[src/rtl/nw_fill_sequencer.sv]
// Needleman-Wunsch score-matrix fill sequencer: writes the boundary row/column, then
// walks the interior cells (read diag/up/left, hand off to the datapath, write back).
module nw_fill_sequencer #(
   parameter int unsigned N   = 4,
   parameter int unsigned AW  = 6,
   parameter int unsigned DW  = 8,
   parameter int unsigned GAP = 1
) (
   input  logic                        clk,
   input  logic                        rst,
   input  logic                        start,
   output logic                        busy,
   output logic                        done,
   output logic                        ram_en,
   output logic                        ram_we,
   output logic [AW-1:0]               ram_addr,
   output logic signed [DW-1:0]        init_data,
   output logic                        wr_src,
   output logic                        load_en,
   output logic [1:0]                  load_sel,
   output logic                        calc_start,
   input  logic                        calc_done,
   output logic [$clog2(N+1)-1:0]      idx_i,
   output logic [$clog2(N+1)-1:0]      idx_j
);

   localparam int unsigned IW = $clog2(N + 1);

   localparam logic [AW-1:0]        ROW_STEP = AW'(N + 1);
   localparam logic [AW-1:0]        DIAG_OFF = AW'(N + 2);
   localparam logic [AW-1:0]        ONE_A    = AW'(1);
   localparam logic [IW-1:0]        LAST     = IW'(N);
   localparam logic [IW-1:0]        ONE_I    = IW'(1);
   localparam logic signed [DW-1:0] GAP_S    = DW'(GAP);

   localparam logic [3:0] S_IDLE     = 4'd0;
   localparam logic [3:0] S_INIT_ROW = 4'd1;
   localparam logic [3:0] S_INIT_COL = 4'd2;
   localparam logic [3:0] S_RD_DIAG  = 4'd3;
   localparam logic [3:0] S_RD_UP    = 4'd4;
   localparam logic [3:0] S_RD_LEFT  = 4'd5;
   localparam logic [3:0] S_LATCH    = 4'd6;
   localparam logic [3:0] S_CALC     = 4'd7;
   localparam logic [3:0] S_WRITE    = 4'd8;
   localparam logic [3:0] S_DONE     = 4'd9;

   logic [3:0]             state_q, state_d;
   logic [AW-1:0]          addr_q, addr_d;
   logic [AW-1:0]          rbase_q, rbase_d;
   logic [IW-1:0]          i_d, j_d;
   logic signed [DW-1:0]   init_d;
   logic                   busy_d, done_d, ram_en_d, ram_we_d, wr_src_d;
   logic                   load_en_d, calc_start_d;
   logic [1:0]             load_sel_d;

   // Next state, counters, and the output values that belong to the next state
   always_comb begin
      state_d      = state_q;
      addr_d       = addr_q;
      rbase_d      = rbase_q;
      i_d          = idx_i;
      j_d          = idx_j;
      init_d       = init_data;
      busy_d       = 1'b0;
      done_d       = 1'b0;
      ram_en_d     = 1'b0;
      ram_we_d     = 1'b0;
      wr_src_d     = 1'b0;
      load_en_d    = 1'b0;
      load_sel_d   = 2'b00;
      calc_start_d = 1'b0;

      unique case (state_q)
         S_IDLE: begin
            if (start) begin
               state_d = S_INIT_ROW;
               addr_d  = '0;
               rbase_d = '0;
               i_d     = '0;
               j_d     = '0;
               init_d  = '0;
            end
         end
         S_INIT_ROW: begin
            if (idx_j == LAST) begin
               state_d = S_INIT_COL;
               addr_d  = ROW_STEP;
               rbase_d = ROW_STEP;
               i_d     = ONE_I;
               j_d     = '0;
               init_d  = -GAP_S;
            end else begin
               addr_d  = addr_q + ONE_A;
               j_d     = idx_j + ONE_I;
               init_d  = init_data - GAP_S;
            end
         end
         S_INIT_COL: begin
            if (idx_i == LAST) begin
               state_d = S_RD_DIAG;
               addr_d  = ROW_STEP + ONE_A;
               rbase_d = ROW_STEP;
               i_d     = ONE_I;
               j_d     = ONE_I;
               init_d  = '0;
            end else begin
               addr_d  = addr_q + ROW_STEP;
               i_d     = idx_i + ONE_I;
               init_d  = init_data - GAP_S;
            end
         end
         S_RD_DIAG: state_d = S_RD_UP;
         S_RD_UP:   state_d = S_RD_LEFT;
         S_RD_LEFT: state_d = S_LATCH;
         S_LATCH:   state_d = S_CALC;
         S_CALC: begin
            if (calc_done) state_d = S_WRITE;
         end
         S_WRITE: begin
            // Row wrap uses the row-base register so no i*(N+1) product is needed
            if (idx_j != LAST) begin
               state_d = S_RD_DIAG;
               addr_d  = addr_q + ONE_A;
               j_d     = idx_j + ONE_I;
            end else if (idx_i != LAST) begin
               state_d = S_RD_DIAG;
               rbase_d = rbase_q + ROW_STEP;
               addr_d  = rbase_q + ROW_STEP + ONE_A;
               i_d     = idx_i + ONE_I;
               j_d     = ONE_I;
            end else begin
               state_d = S_DONE;
            end
         end
         S_DONE:  state_d = S_IDLE;
         default: state_d = S_IDLE;
      endcase

      unique case (state_d)
         S_INIT_ROW, S_INIT_COL: begin
            busy_d   = 1'b1;
            ram_en_d = 1'b1;
            ram_we_d = 1'b1;
         end
         S_RD_DIAG: begin
            busy_d   = 1'b1;
            ram_en_d = 1'b1;
         end
         S_RD_UP: begin
            busy_d     = 1'b1;
            ram_en_d   = 1'b1;
            load_en_d  = 1'b1;
            load_sel_d = 2'b00;
         end
         S_RD_LEFT: begin
            busy_d     = 1'b1;
            ram_en_d   = 1'b1;
            load_en_d  = 1'b1;
            load_sel_d = 2'b01;
         end
         S_LATCH: begin
            busy_d     = 1'b1;
            load_en_d  = 1'b1;
            load_sel_d = 2'b10;
         end
         S_CALC: begin
            busy_d       = 1'b1;
            calc_start_d = (state_q != S_CALC);
         end
         S_WRITE: begin
            busy_d   = 1'b1;
            ram_en_d = 1'b1;
            ram_we_d = 1'b1;
            wr_src_d = 1'b1;
         end
         S_DONE:  done_d = 1'b1;
         default: busy_d = 1'b0;
      endcase
   end

   always_ff @(posedge clk) begin
      if (rst) begin
         state_q    <= S_IDLE;
         addr_q     <= '0;
         rbase_q    <= '0;
         idx_i      <= '0;
         idx_j      <= '0;
         init_data  <= '0;
         busy       <= 1'b0;
         done       <= 1'b0;
         ram_en     <= 1'b0;
         ram_we     <= 1'b0;
         wr_src     <= 1'b0;
         load_en    <= 1'b0;
         load_sel   <= 2'b00;
         calc_start <= 1'b0;
      end else begin
         state_q    <= state_d;
         addr_q     <= addr_d;
         rbase_q    <= rbase_d;
         idx_i      <= i_d;
         idx_j      <= j_d;
         init_data  <= init_d;
         busy       <= busy_d;
         done       <= done_d;
         ram_en     <= ram_en_d;
         ram_we     <= ram_we_d;
         wr_src     <= wr_src_d;
         load_en    <= load_en_d;
         load_sel   <= load_sel_d;
         calc_start <= calc_start_d;
      end
   end

   // Neighbour reads are offsets from the current-cell address counter
   always_comb begin
      unique case (state_q)
         S_RD_DIAG: ram_addr = addr_q - DIAG_OFF;
         S_RD_UP:   ram_addr = addr_q - ROW_STEP;
         S_RD_LEFT: ram_addr = addr_q - ONE_A;
         default:   ram_addr = addr_q;
      endcase
   end

endmodule

[config.mk]
export PLATFORM = sky130hd
export DESIGN_NAME = nw_fill_sequencer
export DESIGN_NICKNAME = d
export VERILOG_FILES = /design/src/rtl/nw_fill_sequencer.sv
export SDC_FILE = /design/constraint.sdc
export NUM_CORES = 1
export LEC_CHECK = 0
export CAP_MARGIN = 20
export CELL_PAD_IN_SITES_DETAIL_PLACEMENT = 0
export CELL_PAD_IN_SITES_GLOBAL_PLACEMENT = 1
export CORE_MARGIN = 2
export CORE_UTILIZATION = 38
export CTS_BUF_LIST = sky130_fd_sc_hd__clkbuf_2
export CTS_CLUSTER_DIAMETER = 50
export DETAILED_ROUTE_END_ITERATION = 10
export GPL_TIMING_DRIVEN = 0
export PLACE_DENSITY = 0.79
export SYNTH_ARGS = -nofsm -noshare
export SYNTH_HDL_FRONTEND = slang
export SYNTH_SLANG_ARGS = --single-unit
[constraint.sdc]
create_clock -name clk -period 2.3 [get_ports clk]
set_input_delay 0.575 -clock clk [delete_from_list [all_inputs] [get_ports clk]]
set_output_delay 0.575 -clock clk [all_outputs]
set_load 0.03 [all_outputs]
==> out/metrics.json <==
{
  "fin_crit_sh_pct": 118,
  "seq_power_share_pct": 37.3,
  "asyncSetResetFlopFracSynth_pct": 0,
  "die_w_microns": 86.1,
  "post-place-cells": 437,
  "core-area_sq_mm": 0.00642,
  "yosysSeqAreaShare_pct": 30.5,
  "drtPass1Iterations": 5,
  "worstSetupPathType": "flop to primary output",
  "clock_latency_ns": 0.42,
  "crit_arrival_ns": 2.15,
  "highest_layer": "met4",
  "ioPinCount": 33,
  "fin_worst_skew_ns": 0.0206,
  "clockRootBuffer": "sky130_fd_sc_hd__clkbuf_2",
  "routed-via-count": 2619,
  "p_sw_uw": 922,
  "grt_antenna_before_repair": 0,
  "grt_start_max_net_pins": 14,
  "synthesis.nets": 344,
  "remaining_drc_errors": 0,
  "critPathRequiredTime_ns": 1.73,
  "largest_buffer_count_on_any_clock_path": 2,
  "critPathLaunchType": "flop",
  "setup_viol_count_final": 5,
  "finalSetupTns_ns": -1.63,
  "timing_max_transition_violations_final": 0,
  "netSwitchingFraction_pct": 42.6,
  "clock_net_sink_count": 39,
  "power.share.clock_pct": 15.4,
  "maxSlewHeadroom_pct": 55.0,
  "wire_per_inst_microns": 16.2,
  "area.growth.synth_to_final_pct": 33.7,
  "final_net_count": 396,
  "global_route.overflow_total": 0,
  "power.static_leakage_nw": 1.29,
  "fin_cells": 458,
  "powerDensity_mw_per_mm2": 632,
  "worstMarginPinSlew_ns": 0.675,
  "maxCapViolations": 0,
  "setup.worst_path.end_class": "primary output",
  "die_area_sq_mm": 0.00741,
  "clock_tree.htree_level_count": 2,
  "syn_avg_cell_area_sq_um": 7.80,
  "clk_pin_slew_worst_setup_hold_paths_ns": 0.22,
  "cts_tree": "done",
  "wl_met2_mm": 3.42,
  "io_buffers": 31,
  "layout_min_cycle_time_ns": 2.72,
  "power.combinational.fraction_pct": 47.3,
  "place_worst_setup_slack_ns": -0.697,
  "synth_cell_types": 56,
  "failing_checks": "negative setup slack",
  "layout-drive-gt1-share_pct": 22.6,
  "finalHoldViolCount": 0,
  "timing.fmax_mhz": 367,
  "drt-vias-per-instance": 5.72,
  "dp_hpwl_mm": 5.13,
  "run_status": "finished with violations",
  "layout_setup_ws_ns": -0.423,
  "synth_register_bits": 39,
  "drtAntennaViolNets": 0,
  "power_report.internal_total_mw": 1.24,
  "synth_enable_flop_cells": 0,
  "num_antenna_cells": 0,
  "cts_buf_count": 5,
  "unrepaired_setup_endpoints_after_global_routing": "true",
  "syn-instance-count": 328,
  "std_cell_rows": 29,
  "fillers": 633,
  "place.gp.congestion": 0.887,
  "drt_iter0_markers": 291,
  "initial_utilization_pct": 39.8,
  "globalRouteTotalUtil_pct": 21.2,
  "path_max_fanout": 3,
  "netlist_area_sq_mm": 0.00256,
  "wl_met3_microns": 401,
  "ir_worst_vdd_mv": 0.398,
  "synth-main-ff-cell": "sky130_fd_sc_hd__dfxtp_1",
  "m1WireLength_mm": 3.41,
  "die-height_microns": 86.1,
  "first_global_vias": 2493,
  "drt_wl_total_mm": 7.43,
  "grt_pass1_wl_mm": 12.6,
  "holdCritPathClass": "flop to flop",
  "synth.yosys.warnings": 0
}
[cell families (layout without fill, tap and decap cells)]
kind of cell,count (synthesis),in the layout,synth area share (%)
AND/OR/NAND/NOR,117,117,24.7
AO/OA/AOI/OAI,101,101,25.0
flip-flops,39,39,30.5
buffers and inverters,36,89,5.72
XOR/XNOR,19,19,6.50
adder cells (fa/ha/maj),13,13,6.31
multiplexers,3,3,1.22
[cell type report]
class | count | area (sq um) | share of cell area, %
clock buffer | 5 | 25.0 | 0.732
inverter | 13 | 56.3 | 1.65
buffer | 21 | 160 | 4.68
clock inverter | 3 | 20.0 | 0.585
tap | 77 | 96.3 | 2.82
sequential | 39 | 792 | 23.2
timing repair buffer | 47 | 428 | 12.5
multi-input combinational | 253 | 1840 | 53.9
[layer usage]
layer	track usage (%)	up-vias
met3	2.98	18
met1	29.4	1237
met4	7.07	0
met5	0	-
met2	33.6	88
li1	-	1276
[registers in the layout (all words and copies together) (netlist names)]
name / count
load_en: 1
state_q: 4
calc_start: 1
rbase_q: 6
load_sel: 2
idx_i: 3
idx_j: 3
done: 1
init_data: 8
busy: 1
addr_q: 6
wr_src: 1
ram_en: 1
ram_we: 1
[critical path: stages, from the launching register on]
cell and delay (ns):
sky130_fd_sc_hd__dfxtp_4 0.41, sky130_fd_sc_hd__buf_8 0.11, sky130_fd_sc_hd__clkinvlp_4 0.10, sky130_fd_sc_hd__nand2_4 0.09, sky130_fd_sc_hd__nor2_4 0.03, sky130_fd_sc_hd__and2_4 0.14
sky130_fd_sc_hd__ha_4 0.26, sky130_fd_sc_hd__o21ai_4 0.07, sky130_fd_sc_hd__o2bb2ai_4 0.16, sky130_fd_sc_hd__nand2_4 0.09, sky130_fd_sc_hd__xnor2_4 0.13, sky130_fd_sc_hd__buf_6 0.14
[layout by cell type, fill, tap and decap left out, drive strengths merged, types with 4 or more instances in the layout]
cell type       n
dfxtp          39
a21oi          33
nor2           32
buf            30
nand2          27
o21ai          27
clkdlybuf4s50  25
clkbuf         18
ha             12
inv            11
xor2           10
nand2b          9
xnor2           9
nand3           7
nor3            6
and2            6
a211oi          6
a21o            5
nor4            5
clkinvlp        4
and3b           4
or3             4
nand4           4
[power by group through the flow]
stage | clock (mW) | combinational (mW) | sequential [mW]
floorplan | 0 | 0.587 | 0.888
global placement | 0 | 0.924 | 0.812
detailed placement | 0 | 0.931 | 0.815
global route | 0.366 | 1.13 | 0.819
CTS | 0.349 | 0.985 | 0.804
finish | 0.332 | 1.02 | 0.807
[worst paths after layout]
path | startpoint | endpoint | slack, ns | depth (start not counted)
max | state_q[3] | ram_addr[5] | -0.42 | 11
min | idx_i[2] | idx_i[2] | 0.52 | 2
max reg2reg | idx_j[0] | calc_start | 0.06 | 8
min reg2reg | idx_i[2] | idx_i[2] | 0.52 | 2
[cell usage after synthesis (3+ instances only)]
cell type | number | area share [%]
sky130_fd_sc_hd__nor2b_1 | 3 | 0.73
sky130_fd_sc_hd__and3b_1 | 4 | 1.4
sky130_fd_sc_hd__nand2b_1 | 9 | 2.2
sky130_fd_sc_hd__nand2_1 | 27 | 4.0
sky130_fd_sc_hd__a21o_1 | 5 | 1.5
sky130_fd_sc_hd__o31ai_1 | 3 | 0.88
sky130_fd_sc_hd__xor2_1 | 10 | 3.4
sky130_fd_sc_hd__o21a_1 | 3 | 0.88
sky130_fd_sc_hd__and2_1 | 6 | 1.5
sky130_fd_sc_hd__or3_1 | 4 | 0.98
sky130_fd_sc_hd__o21ai_0 | 21 | 4.1
sky130_fd_sc_hd__nor4_1 | 5 | 1.2
sky130_fd_sc_hd__ha_1 | 12 | 5.9
sky130_fd_sc_hd__a22oi_1 | 3 | 0.88
sky130_fd_sc_hd__clkbuf_1 | 16 | 2.3
sky130_fd_sc_hd__a21oi_1 | 33 | 6.5
sky130_fd_sc_hd__nor3_1 | 6 | 1.2
sky130_fd_sc_hd__dfxtp_1 | 39 | 31
sky130_fd_sc_hd__buf_2 | 6 | 1.2
sky130_fd_sc_hd__inv_1 | 13 | 1.9
sky130_fd_sc_hd__nor2_1 | 31 | 4.5
sky130_fd_sc_hd__o21ai_1 | 6 | 1.2
sky130_fd_sc_hd__xnor2_1 | 9 | 3.1
sky130_fd_sc_hd__nand3_1 | 7 | 1.4
sky130_fd_sc_hd__a211oi_1 | 6 | 1.8
sky130_fd_sc_hd__nand4_1 | 4 | 0.98
[repair_timing]
item | in CTS | in global routing
gates cloned | 0 | 0
hold buffers | 0 | 0
resized for setup | 65 | 28
setup endpoints to repair | 11 | 25
setup buffers | 11 | 4
pin swaps | 11 | 7
[per-stage QoR]
step / util [%] / power [mW] / cell area [sq um] / hold WS [ns]
after floorplan: - / 1.47 / 2660 / 0.478
after global placement: 47.7 / 1.74 / 3060 / 0.492
after detailed placement: 47.8 / 1.75 / 3070 / 0.501
after CTS: 51.9 / 2.14 / 3330 / 0.521
after global routing: 53.3 / 2.31 / 3420 / 0.561
final: 53.3 / 2.16 / 3420 / 0.521
Note: power is estimated with default switching activity, not from simulation.
